**src/rtl/lsu_pkg.sv**
```systemverilog
// Shared types for the load/store unit: size encodings, FSM states and the latched request.
// The LSU_SUBWORD_EN macro selects whether byte/half sizes are legal.
package lsu_pkg;

  localparam int LSU_ADDR_MAX_W = 64;

  localparam logic [1:0] LSU_SZ_BYTE = 2'b00;
  localparam logic [1:0] LSU_SZ_HALF = 2'b01;
  localparam logic [1:0] LSU_SZ_WORD = 2'b10;

  typedef enum logic [2:0] {
    IDLE,
    RD,
    CAP,
    WR,
    RESP
  } lsu_state_t;

  typedef struct packed {
    logic                      write;
    logic [1:0]                size;
    logic                      is_signed;
    logic [LSU_ADDR_MAX_W-1:0] addr;
    logic [31:0]               wdata;
  } lsu_req_t;

  // Alignment/size legality of a request, evaluated at accept.
  function automatic logic lsu_req_err(input logic [1:0] size, input logic [1:0] addr_lo);
    logic err;
    err = 1'b1;
`ifdef LSU_SUBWORD_EN
    case (size)
      LSU_SZ_BYTE: err = 1'b0;
      LSU_SZ_HALF: err = addr_lo[0];
      LSU_SZ_WORD: err = |addr_lo;
      default:     err = 1'b1;
    endcase
`else
    err = (size != LSU_SZ_WORD) || (|addr_lo);
`endif
    return err;
  endfunction

endpackage

```
**src/rtl/lsu_lane_align.sv**
```systemverilog
// Combinational lane steering: load extract/extend and sub-word store merge.
// Without LSU_SUBWORD_EN only full words pass through and the merge logic is absent.
module lsu_lane_align
  import lsu_pkg::*;
(
  input  logic [1:0]  size,
  input  logic        is_signed,
  input  logic [1:0]  addr_lo,
  input  logic [31:0] mem_word,
  input  logic [31:0] wdata,
  output logic [31:0] load_data,
  output logic [31:0] merge_data
);

`ifdef LSU_SUBWORD_EN
  logic [7:0]  byte_lane;
  logic [15:0] half_lane;

  always_comb begin
    byte_lane = mem_word[{addr_lo, 3'b000} +: 8];
    half_lane = addr_lo[1] ? mem_word[31:16] : mem_word[15:0];
    case (size)
      LSU_SZ_BYTE: load_data = {{24{is_signed & byte_lane[7]}}, byte_lane};
      LSU_SZ_HALF: load_data = {{16{is_signed & half_lane[15]}}, half_lane};
      default:     load_data = mem_word;
    endcase
  end

  // Each byte lane either takes store data or keeps the word read from memory.
  genvar gi;
  for (gi = 0; gi < 4; gi++) begin : g_lane
    logic hit;
    assign hit = ((size == LSU_SZ_BYTE) && (addr_lo == 2'(gi))) ||
                 ((size == LSU_SZ_HALF) && (addr_lo[1] == 1'(gi / 2)));
    assign merge_data[8*gi +: 8] = !hit ? mem_word[8*gi +: 8] :
                                   (size == LSU_SZ_HALF) ? wdata[8*(gi%2) +: 8] : wdata[7:0];
  end
`else
  logic unused_sel;
  assign unused_sel = ^{size, is_signed, addr_lo};
  assign load_data  = mem_word;
  assign merge_data = wdata;
`endif

endmodule

```
**src/rtl/mem_lsu.sv**
```systemverilog
// Load/store unit driving a word-wide, 1-cycle-read data memory; sub-word stores are
// done as read-modify-write. Byte/half support is enabled by LSU_SUBWORD_EN.
module mem_lsu
  import lsu_pkg::*;
#(
  parameter int LSU_ADDR_W = 32
) (
  input  logic                  clk,
  input  logic                  reset_n,
  input  logic                  req_valid,
  output logic                  req_ready,
  input  logic                  req_write,
  input  logic [1:0]            req_size,
  input  logic                  req_signed,
  input  logic [LSU_ADDR_W-1:0] req_addr,
  input  logic [31:0]           req_wdata,
  output logic                  resp_valid,
  output logic [31:0]           resp_rdata,
  output logic                  resp_err,
  output logic [LSU_ADDR_W-1:0] mem_read_addr,
  input  logic [31:0]           mem_read_data,
  output logic                  mem_write_en,
  output logic [LSU_ADDR_W-1:0] mem_write_addr,
  output logic [31:0]           mem_write_data
);

  lsu_state_t            state_reg, state_next;
  lsu_req_t              req_reg;
  logic                  err_reg;
  logic [31:0]           rdata_reg;
  logic [31:0]           wword_reg;
  logic                  accept;
  logic                  req_err;
  logic [31:0]           load_data;
  logic [31:0]           merge_data;
  logic [LSU_ADDR_W-1:0] addr_aligned;
  logic                  unused_addr;

  assign accept       = req_valid && (state_reg == IDLE);
  assign req_err      = lsu_req_err(req_size, req_addr[1:0]);
  assign addr_aligned = {req_reg.addr[LSU_ADDR_W-1:2], 2'b00};
  assign unused_addr  = ^req_reg.addr;

  always_ff @(posedge clk or negedge reset_n) begin
    if (!reset_n) begin
      state_reg <= IDLE;
    end else begin
      state_reg <= state_next;
    end
  end

  always_comb begin
    state_next     = state_reg;
    req_ready      = 1'b0;
    resp_valid     = 1'b0;
    resp_err       = 1'b0;
    mem_write_en   = 1'b0;
    mem_write_addr = '0;
    mem_write_data = '0;
    mem_read_addr  = addr_aligned;
    case (state_reg)
      IDLE: begin
        req_ready     = 1'b1;
        mem_read_addr = '0;
        if (req_valid) begin
          if (req_err) begin
            state_next = RESP;
          end else if (req_write && (req_size == LSU_SZ_WORD)) begin
            state_next = WR;
          end else begin
            state_next = RD;
          end
        end
      end
      RD:  state_next = CAP;
      CAP: state_next = req_reg.write ? WR : RESP;
      WR: begin
        mem_write_en   = 1'b1;
        mem_write_addr = addr_aligned;
        mem_write_data = wword_reg;
        state_next     = RESP;
      end
      RESP: begin
        resp_valid = 1'b1;
        resp_err   = err_reg;
        state_next = IDLE;
      end
      default: state_next = IDLE;
    endcase
  end

  // The store word starts as wdata and is replaced by the merged word for sub-word stores.
  always_ff @(posedge clk or negedge reset_n) begin
    if (!reset_n) begin
      req_reg   <= '0;
      err_reg   <= 1'b0;
      rdata_reg <= '0;
      wword_reg <= '0;
    end else if (accept) begin
      req_reg.write     <= req_write;
      req_reg.size      <= req_size;
      req_reg.is_signed <= req_signed;
      req_reg.addr      <= LSU_ADDR_MAX_W'(req_addr);
      req_reg.wdata     <= req_wdata;
      err_reg           <= req_err;
      rdata_reg         <= '0;
      wword_reg         <= req_wdata;
    end else if (state_reg == CAP) begin
      if (req_reg.write) begin
        wword_reg <= merge_data;
      end else begin
        rdata_reg <= load_data;
      end
    end
  end

  assign resp_rdata = rdata_reg;

  lsu_lane_align u_align (
    .size       (req_reg.size),
    .is_signed  (req_reg.is_signed),
    .addr_lo    (req_reg.addr[1:0]),
    .mem_word   (mem_read_data),
    .wdata      (req_reg.wdata),
    .load_data  (load_data),
    .merge_data (merge_data)
  );

endmodule

```
**config.mk**
```make
export PLATFORM = sky130hd
export DESIGN_NAME = mem_lsu
export DESIGN_NICKNAME = d
export VERILOG_FILES = /design/src/rtl/lsu_pkg.sv /design/src/rtl/lsu_lane_align.sv /design/src/rtl/mem_lsu.sv
export SDC_FILE = /design/constraint.sdc
export NUM_CORES = 1
export LEC_CHECK = 0
export CAP_MARGIN = 20
export CORE_MARGIN = 2
export CORE_UTILIZATION = 30
export CTS_BUF_LIST = sky130_fd_sc_hd__clkbuf_4 sky130_fd_sc_hd__clkbuf_8
export DETAILED_ROUTE_END_ITERATION = 10
export DONT_BUFFER_PORTS = 1
export GPL_TIMING_DRIVEN = 1
export HOLD_SLACK_MARGIN = 0.06
export PLACE_DENSITY = 0.47
export SLEW_MARGIN = 20
export SYNTH_ARGS = -nofsm -noshare
export SYNTH_HDL_FRONTEND = slang
export SYNTH_SLANG_ARGS = --single-unit
```
**constraint.sdc**
```tcl
create_clock -name clk -period 3.19 [get_ports clk]
set_clock_uncertainty 0.1 [all_clocks]
set_input_delay 0.319 -clock clk [delete_from_list [all_inputs] [get_ports clk]]
set_output_delay 0.319 -clock clk [all_outputs]
set_load 0.02 [all_outputs]
```
* Word-level counts from Yosys, hierarchy flattened *
Cells that the tools add are included.

word-level totals
  bits in registers = 133
  input bits = 103
  output and inout port bits = 132
  logic and storage cells = 42

cells by class
  equality and inequality tests = 8
  muxes and demuxes = 18
  reductions and logical operators = 9

operator list
  operator                                                          count
  32-bit 2-to-1 mux                                                 9
  3-bit case mux with 4 select lines                                1
  3-bit 2-to-1 mux                                                  3
  3-bit by 2-bit == test with 1-bit output (second input constant)  2
  1-bit 2-to-1 mux                                                  4
  2-bit != test (second input constant)                             2
  2-bit AND reduction                                               2
  2-bit nonzero test                                                2
  3-bit by 1-bit == test with 1-bit output (second input constant)  1
  3-bit == test (second input constant)                             1
  3-bit zero test                                                   1
  2-bit == test (second input constant)                             1
  1-bit logical AND                                                 2
  2-bit 2-to-1 mux                                                  1
  2-bit by 1-bit != test with 1-bit output (second input constant)  1
  2-bit OR reduction                                                1
  1-bit logical OR                                                  1

* Logic depth before layout (Yosys ltp) *
Gate-level depths: netlist of run 1.

  depth in word-level cells = 6
  mapped depth = 7
  mapped depth without buffers = 3

* Cells and area by module *
From an unflattened synthesis of run 1, not the netlist that was laid out.

second synthesis, totals
  cells, all modules = 702
  area total of the unflattened synthesis = 6536.3 µm²

by module, submodules not included
  module          times used  cells each  area each (µm²)  sequential area each (µm²)
  mem_lsu         1           638         6055.8           3403.3
  lsu_lane_align  1           64          480.5            0.0

* Least setup slack after synthesis of run 1 *
No wires, ideal clock.

  path type = register to output
  start = reg state_reg[0]
  end = out mem_read_addr[12]
  data arrival time = 1540 ps
  required time = 2771 ps
  slack = 1231 ps
  cell stages (with the launch flop) = 5
  buffers on the path = 2
  path through = dfrtp_1 > buf_2 > nor3_1 > clkbuf_1 > nor2b_1

on the way
  word-level cells in the longest chain between the ends = 2

RTL lines
  item                      RTL line       text
  start: declaration        mem_lsu.sv:27  lsu_state_t state_reg, state_next;
  start signal: assignment  mem_lsu.sv:48  state_reg <= state_next;
  3-bit zero test           mem_lsu.sv:61  case (state_reg)
  32-bit 2-to-1 mux         mem_lsu.sv:61
  end: declaration          mem_lsu.sv:20  output logic [LSU_ADDR_W-1:0] mem_read_addr,

Every way passes these cells.

* Final worst setup path of run 1 *
  start = reg state_reg[0]
  end = out mem_write_addr[2]

on the way
  word-level cells in the longest chain between the ends = 2

RTL lines
  item                                      RTL line       text
  3-bit by 2-bit == test with 1-bit output  mem_lsu.sv:61
  32-bit 2-to-1 mux                         mem_lsu.sv:61
  end: declaration                          mem_lsu.sv:23  output logic [LSU_ADDR_W-1:0] mem_write_addr,

Every way passes these cells.

==> results of run 1 <==
==> worst max-delay path by stage <==
stage                                   end  cells after the start          from  slack [ns]
final                     mem_write_addr[2]                      4  state_reg[0]        0.65
after global placement              err_reg                      3  state_reg[0]        0.98
after floorplan           mem_read_addr[12]                      4  state_reg[0]        1.23
after detailed placement            err_reg                      3  state_reg[0]        0.95
after CTS                 mem_write_addr[2]                      4  state_reg[0]        0.58
after global routing      mem_write_addr[2]                      4  state_reg[0]        0.42
==> cell usage in the layout, fill, tap and decap left out, types with 2 or more instances in the layout <==
| cell type | synthesis | layout |
|---|---|---|
| nor4b_4 | 2 | 2 |
| buf_4 | 6 | 7 |
| o21ai_0 | 3 | 3 |
| mux2_2 | 62 | 62 |
| dlygate4sd3_1 | 0 | 98 |
| clkbuf_4 | 0 | 3 |
| conb_1 | 1 | 4 |
| nand2_1 | 94 | 94 |
| and2_1 | 63 | 63 |
| clkbuf_8 | 0 | 19 |
| clkinv_2 | 0 | 4 |
| clkinvlp_4 | 0 | 3 |
| dfrtp_1 | 131 | 131 |
| nand2b_1 | 2 | 2 |
| nor2_4 | 0 | 2 |
| nor2b_1 | 31 | 31 |
| a22o_1 | 32 | 32 |
==> layout make-up <==
| cell class | instances | area share |
|---|---|---|
| flip-flops and latches | 131 | 0.458 |
| multi-input cells | 309 | 0.302 |
| repair buffers | 106 | 0.147 |
| well taps | 234 | 0.0409 |
| clock buffers | 22 | 0.0397 |
| clock inverters | 9 | 0.0114 |
| inverters | 1 | 0.000525 |
==> cell families (layout without fill, tap and decap cells) <==
group	count (synthesis)	in the layout	synth area share
compound gates	39	39	0.0593
simple gates	202	202	0.189
mux	64	64	0.129
flops	131	131	0.582
buf+inv	37	138	0.0400
other cells	1	4	0.000666
==> layer usage <==
metal / share of wire / track usage / up-vias
li1: - / - / 1737
met1: 0.41 / 0.155 / 1839
met2: 0.50 / 0.233 / 165
met3: 0.075 / 0.0543 / 15
met4: 0.014 / 0.0389 / 0
met5: 0 / 0 / -
==> per-stage QoR <==
| step | setup slack (ns) | hold WS, ns | area, sq um | instances |
|---|---|---|---|---|
| 2_1_floorplan | 1.23 | -0.0766 | 5640 | 477 |
| 3_3_place_gp | 0.981 | -0.0725 | 5800 | 683 |
| 3_5_place_dp | 0.946 | -0.0734 | 5800 | 683 |
| 4_1_cts | 0.576 | -0.559 | 7150 | 812 |
| 5_1_grt | 0.417 | -0.575 | 7150 | 812 |
| 6_report | 0.651 | -0.510 | 7150 | 812 |
==> power breakdown <==
part           leakage [nW]  internal (mW)  total, mW  switching, mW
clock network         0.185          0.676       1.31          0.633
logic                  1.39          0.476      0.914          0.439
registers              1.62           2.09       2.36          0.265
total                  3.20           3.24       4.58           1.34
==> critical path, stage by stage (launching register included) <==
cell,delay [ns]
dfrtp_1,0.68
nand2_1,0.18
nor2_4,0.14
buf_4,0.35
and2_1,0.32
==> results.toml, run 1 <==
[synth]
synth_enable_flop_cells = 0
synth-seq-cells = 131
synthTopCellsByArea = "dfrtp_1, mux2_2, and2_1"
yosysSeqAreaShare = 0.582
yosys_warnings = 0
netlist_top_cells_count = "dfrtp_1, nand2_1, and2_1"
async_flop_share = 1.00
yosys.area.top_type_share = 0.582
yosysTopAreaCell = "dfrtp_1"
synthCells = 474
synth_area_sq_um = 5630
ys.flop_type = "dfrtp_1"
yosysMostFrequentCell = "dfrtp_1"
avgSynthCellArea_sq_um = 11.9
ys_types = 30

[placement]
gp_congestion = 0.737
dp_hpwl_mm = 8.27
portBuffers = 0

[power]
total_power_mw = 4.58
peakVddDrop_uv = 321
power_density_nw_per_um2 = 640
p_leak_nw = 3.20

[clock_tree]
clock_latency_ns = 0.42
clock-root-buffer = "clkbuf_8"
h-tree-depth = 4
cts.sinks = 131
numCtsBuffers = 17
cts_resized = 0
postCtsHoldBufs = 98
postCtsSetupRepairBufs = 0
cts_tree = "done"
cts_buffer_depth = 2
clk_pin_slew_ns = 0.07

[sta]
hold_viol = 131
drv_slew = 0
worst_slew_pin_slew_ns = 0.739
fin_tns_setup_ns = 0
slew_headroom = 0.506
setup_violations = 0
layout_min_cycle_time_ns = 2.54
fmaxAchievable_mhz = 394
rsz0062_at_grt = "false"
hold_ws_ns = -0.510
fin_crit_sh = 0.796

[critical_path]
endpoint_kind = "output pin"
regToRegSetupSlack_ns = 0.94
critPathArrivalTime_ns = 2.12
startpoint_type = "register"
timing.rr.end = "wword_reg[24]"
reg2reg_from = "state_reg[0]"
path_class = "register to output pin"
reg2reg_depth = 4
required_ns = 2.77
cp_max_fo = 39

[route]
drt_iter0_drc = 154
drt_wl_total_mm = 13.3
route.detailed.drc = 0
viasPerCell = 4.63
postRouteAntennaNets = 0
first_pass_iters = 4
wl_per_cell_um = 16.4
num_vias = 3756

[grt]
grt_pass1_wl_mm = 20.9
grt_pass1_vias = 3862
grt-ovfl-total = 0
antenna_found_initial = 0
grt_max_degree = 132
grt.total_usage = 0.135

[finish]
multi_input_area_sq_um = 2160
layout-drive-gt1-share = 0.190
regArea_sq_um = 3280
largest_register_ffs = 33
nFillCells = 1813
fin_nets = 669
area_growth_pct = 27.0
post-route-util = 0.385
diodes = 0

[die]
rows = 50
core-area_sq_um = 18600
io_pins = 235
start_util = 0.303
die-area_sq_um = 19900
die_x_um = 141
die_y_um = 141

[run]
maxCapViolations = 0

[outcome]
status = "complete, but fails checks"
violations = "hold timing"

[min_path]
holdCritPathClass = "primary input to asynchronous set/reset pin"
Power figures use the tool's default switching activity.
==> run 2: changes to the inputs <==
- clock period: 3.19 -> 2.4 ns (I/O delays scaled with it)
==> run 2 against run 1 <==
Net effect: the run still ends with hold timing left; count of clock-buffer cells in the layout shrank 4; sequential share of layout area down 0.63 points; combinational power grew 38%; largest cell class unchanged; wire length rose by 0.31%; first-iteration DRC count increased by 3.9%; critical endpoint is now mem_write_addr[25].
==> results.toml, run 2 (same netlist as run 1, synthesis figures left out) <==
[power]
power_density_nw_per_um2 = 876
p_leak_nw = 3.24
total_power_mw = 6.35
peakVddDrop_uv = 361

[critical_path]
path_class = "register to output pin"
reg2reg_depth = 4
cp_max_fo = 39
critPathMaxStageDelay_ns = 0.40
path_cells = "buf_4 > nand2_1 > nor2_4 > buf_6 > and2_1"
required_ns = 2.06
startpoint_type = "register"
critPathSlowestCell = "dfrtp_1"
critPathArrivalTime_ns = 1.86
crit_buf_inv = 2
critPathTopFamily = "simple AND/OR/NAND/NOR gates"
path_depth = 5
endpoint_kind = "output pin"

[sta]
fin_crit_sh = 0.918
setup_violations = 0
hold_ws_ns = -0.604
worst_slew_pin_slew_ns = 0.727
rsz0062_at_grt = "false"
slew_headroom = 0.509
fmaxAchievable_mhz = 454
drv_slew = 0
layout_min_cycle_time_ns = 2.20
hold_viol = 131
fin_tns_setup_ns = 0

[die]
die_y_um = 141
rows = 50
io_pins = 235
start_util = 0.303
core-area_sq_um = 18600
die-area_sq_um = 19900
die_x_um = 141

[finish]
final_common_cell = "dfrtp_1"
area_growth_pct = 28.8
layout-drive-gt1-share = 0.196
post-route-util = 0.390
fin_nets = 673
mostFrequentLayoutCells = "dfrtp_1, dlygate4sd3_1, nand2_1"
diodes = 0
nFillCells = 1786
largest_register_ffs = 33

[route]
num_vias = 3760
drt_wl_total_mm = 13.4
drt_iter0_drc = 160
postRouteAntennaNets = 0
first_pass_iters = 4
wl_per_cell_um = 16.4
route.detailed.drc = 0
viasPerCell = 4.60

[outcome]
status = "complete, but fails checks"
violations = "hold timing"

[grt]
grt-ovfl-total = 0
grt.total_usage = 0.136
grt_max_degree = 132
grt_pass1_wl_mm = 21.1
antenna_found_initial = 0
grt_pass1_vias = 3960

[run]
maxCapViolations = 0

[clock_tree]
clk_pin_slew_ns = 0.08
cts_tree = "done"
clock-root-buffer = "clkbuf_8"
h-tree-depth = 4
cts_buffer_depth = 2
postCtsHoldBufs = 98
clock_latency_ns = 0.43
numCtsBuffers = 17
cts.sinks = 131
postCtsSetupRepairBufs = 0

[placement]
portBuffers = 0
dp_hpwl_mm = 8.39
gp_congestion = 0.743

[min_path]
holdCritPathClass = "primary input to asynchronous set/reset pin"
run 2: cell types whose count changed in the layout (fill, tap and decap cells not counted), sizes merged:
cell,delta
bufinv,+2
clkinv,-1
buf,+4
clkbuf,-4
inv,+4
run 2: repair_timing:
| action | in CTS | in global routing |
|---|---|---|
| hold endpoints to repair | 262 | 131 |
| resized for setup | 0 | 1 |
| endpoints found under the setup margin | 0 | 38 |
run 2: cell type report:
class	instances	area, sq um	area share
clock inverter	14	178	0.0245
sequential	131	3280	0.452
clock buffer	18	241	0.0333
multi-input combinational	309	2160	0.298
timing repair buffer	110	1100	0.152
inverter	1	3.75	0.000518
tap	234	293	0.0404
run 2: worst paths after layout:
path | from | to | slack [ns]
setup reg to reg | state_reg[0] | wword_reg[30] | 0.37
hold reg to reg | err_reg | err_reg | 0.38
min in group clk | req_valid | addr_aligned[8] | 0.23
hold / removal | reset_n | req_reg[18] | -0.60
max in group asynchronous | reset_n | req_reg[9] | 2.54
setup / recovery | state_reg[0] | mem_write_addr[25] | 0.20
run 2: where the power goes:
group	internal [mW]	total, mW	switching, mW
Sequential	2.78	3.11	0.333
Combinational	0.648	1.26	0.608
Clock	1.06	1.99	0.932
Total	4.48	6.35	1.87
run 2: routing by layer:
layer  vias to the layer above  GRT usage  wire length [um]
li1                       1742          -                 -
met3                        14     0.0530               984
met2                       161      0.226              6410
met5                         -          0                 0
met1                      1843      0.162              5810
met4                         0     0.0416               176
run 2: metrics by stage:
step	hold WS (ns)	setup slack [ns]	area (sq um)	cells
after floorplan	-0.156	0.520	5640	477
after global placement	-0.152	0.363	5840	687
after detailed placement	-0.152	0.301	5840	687
after CTS	-0.650	0.0339	7240	817
after global routing	-0.661	0.0314	7250	817
final	-0.604	0.197	7250	817
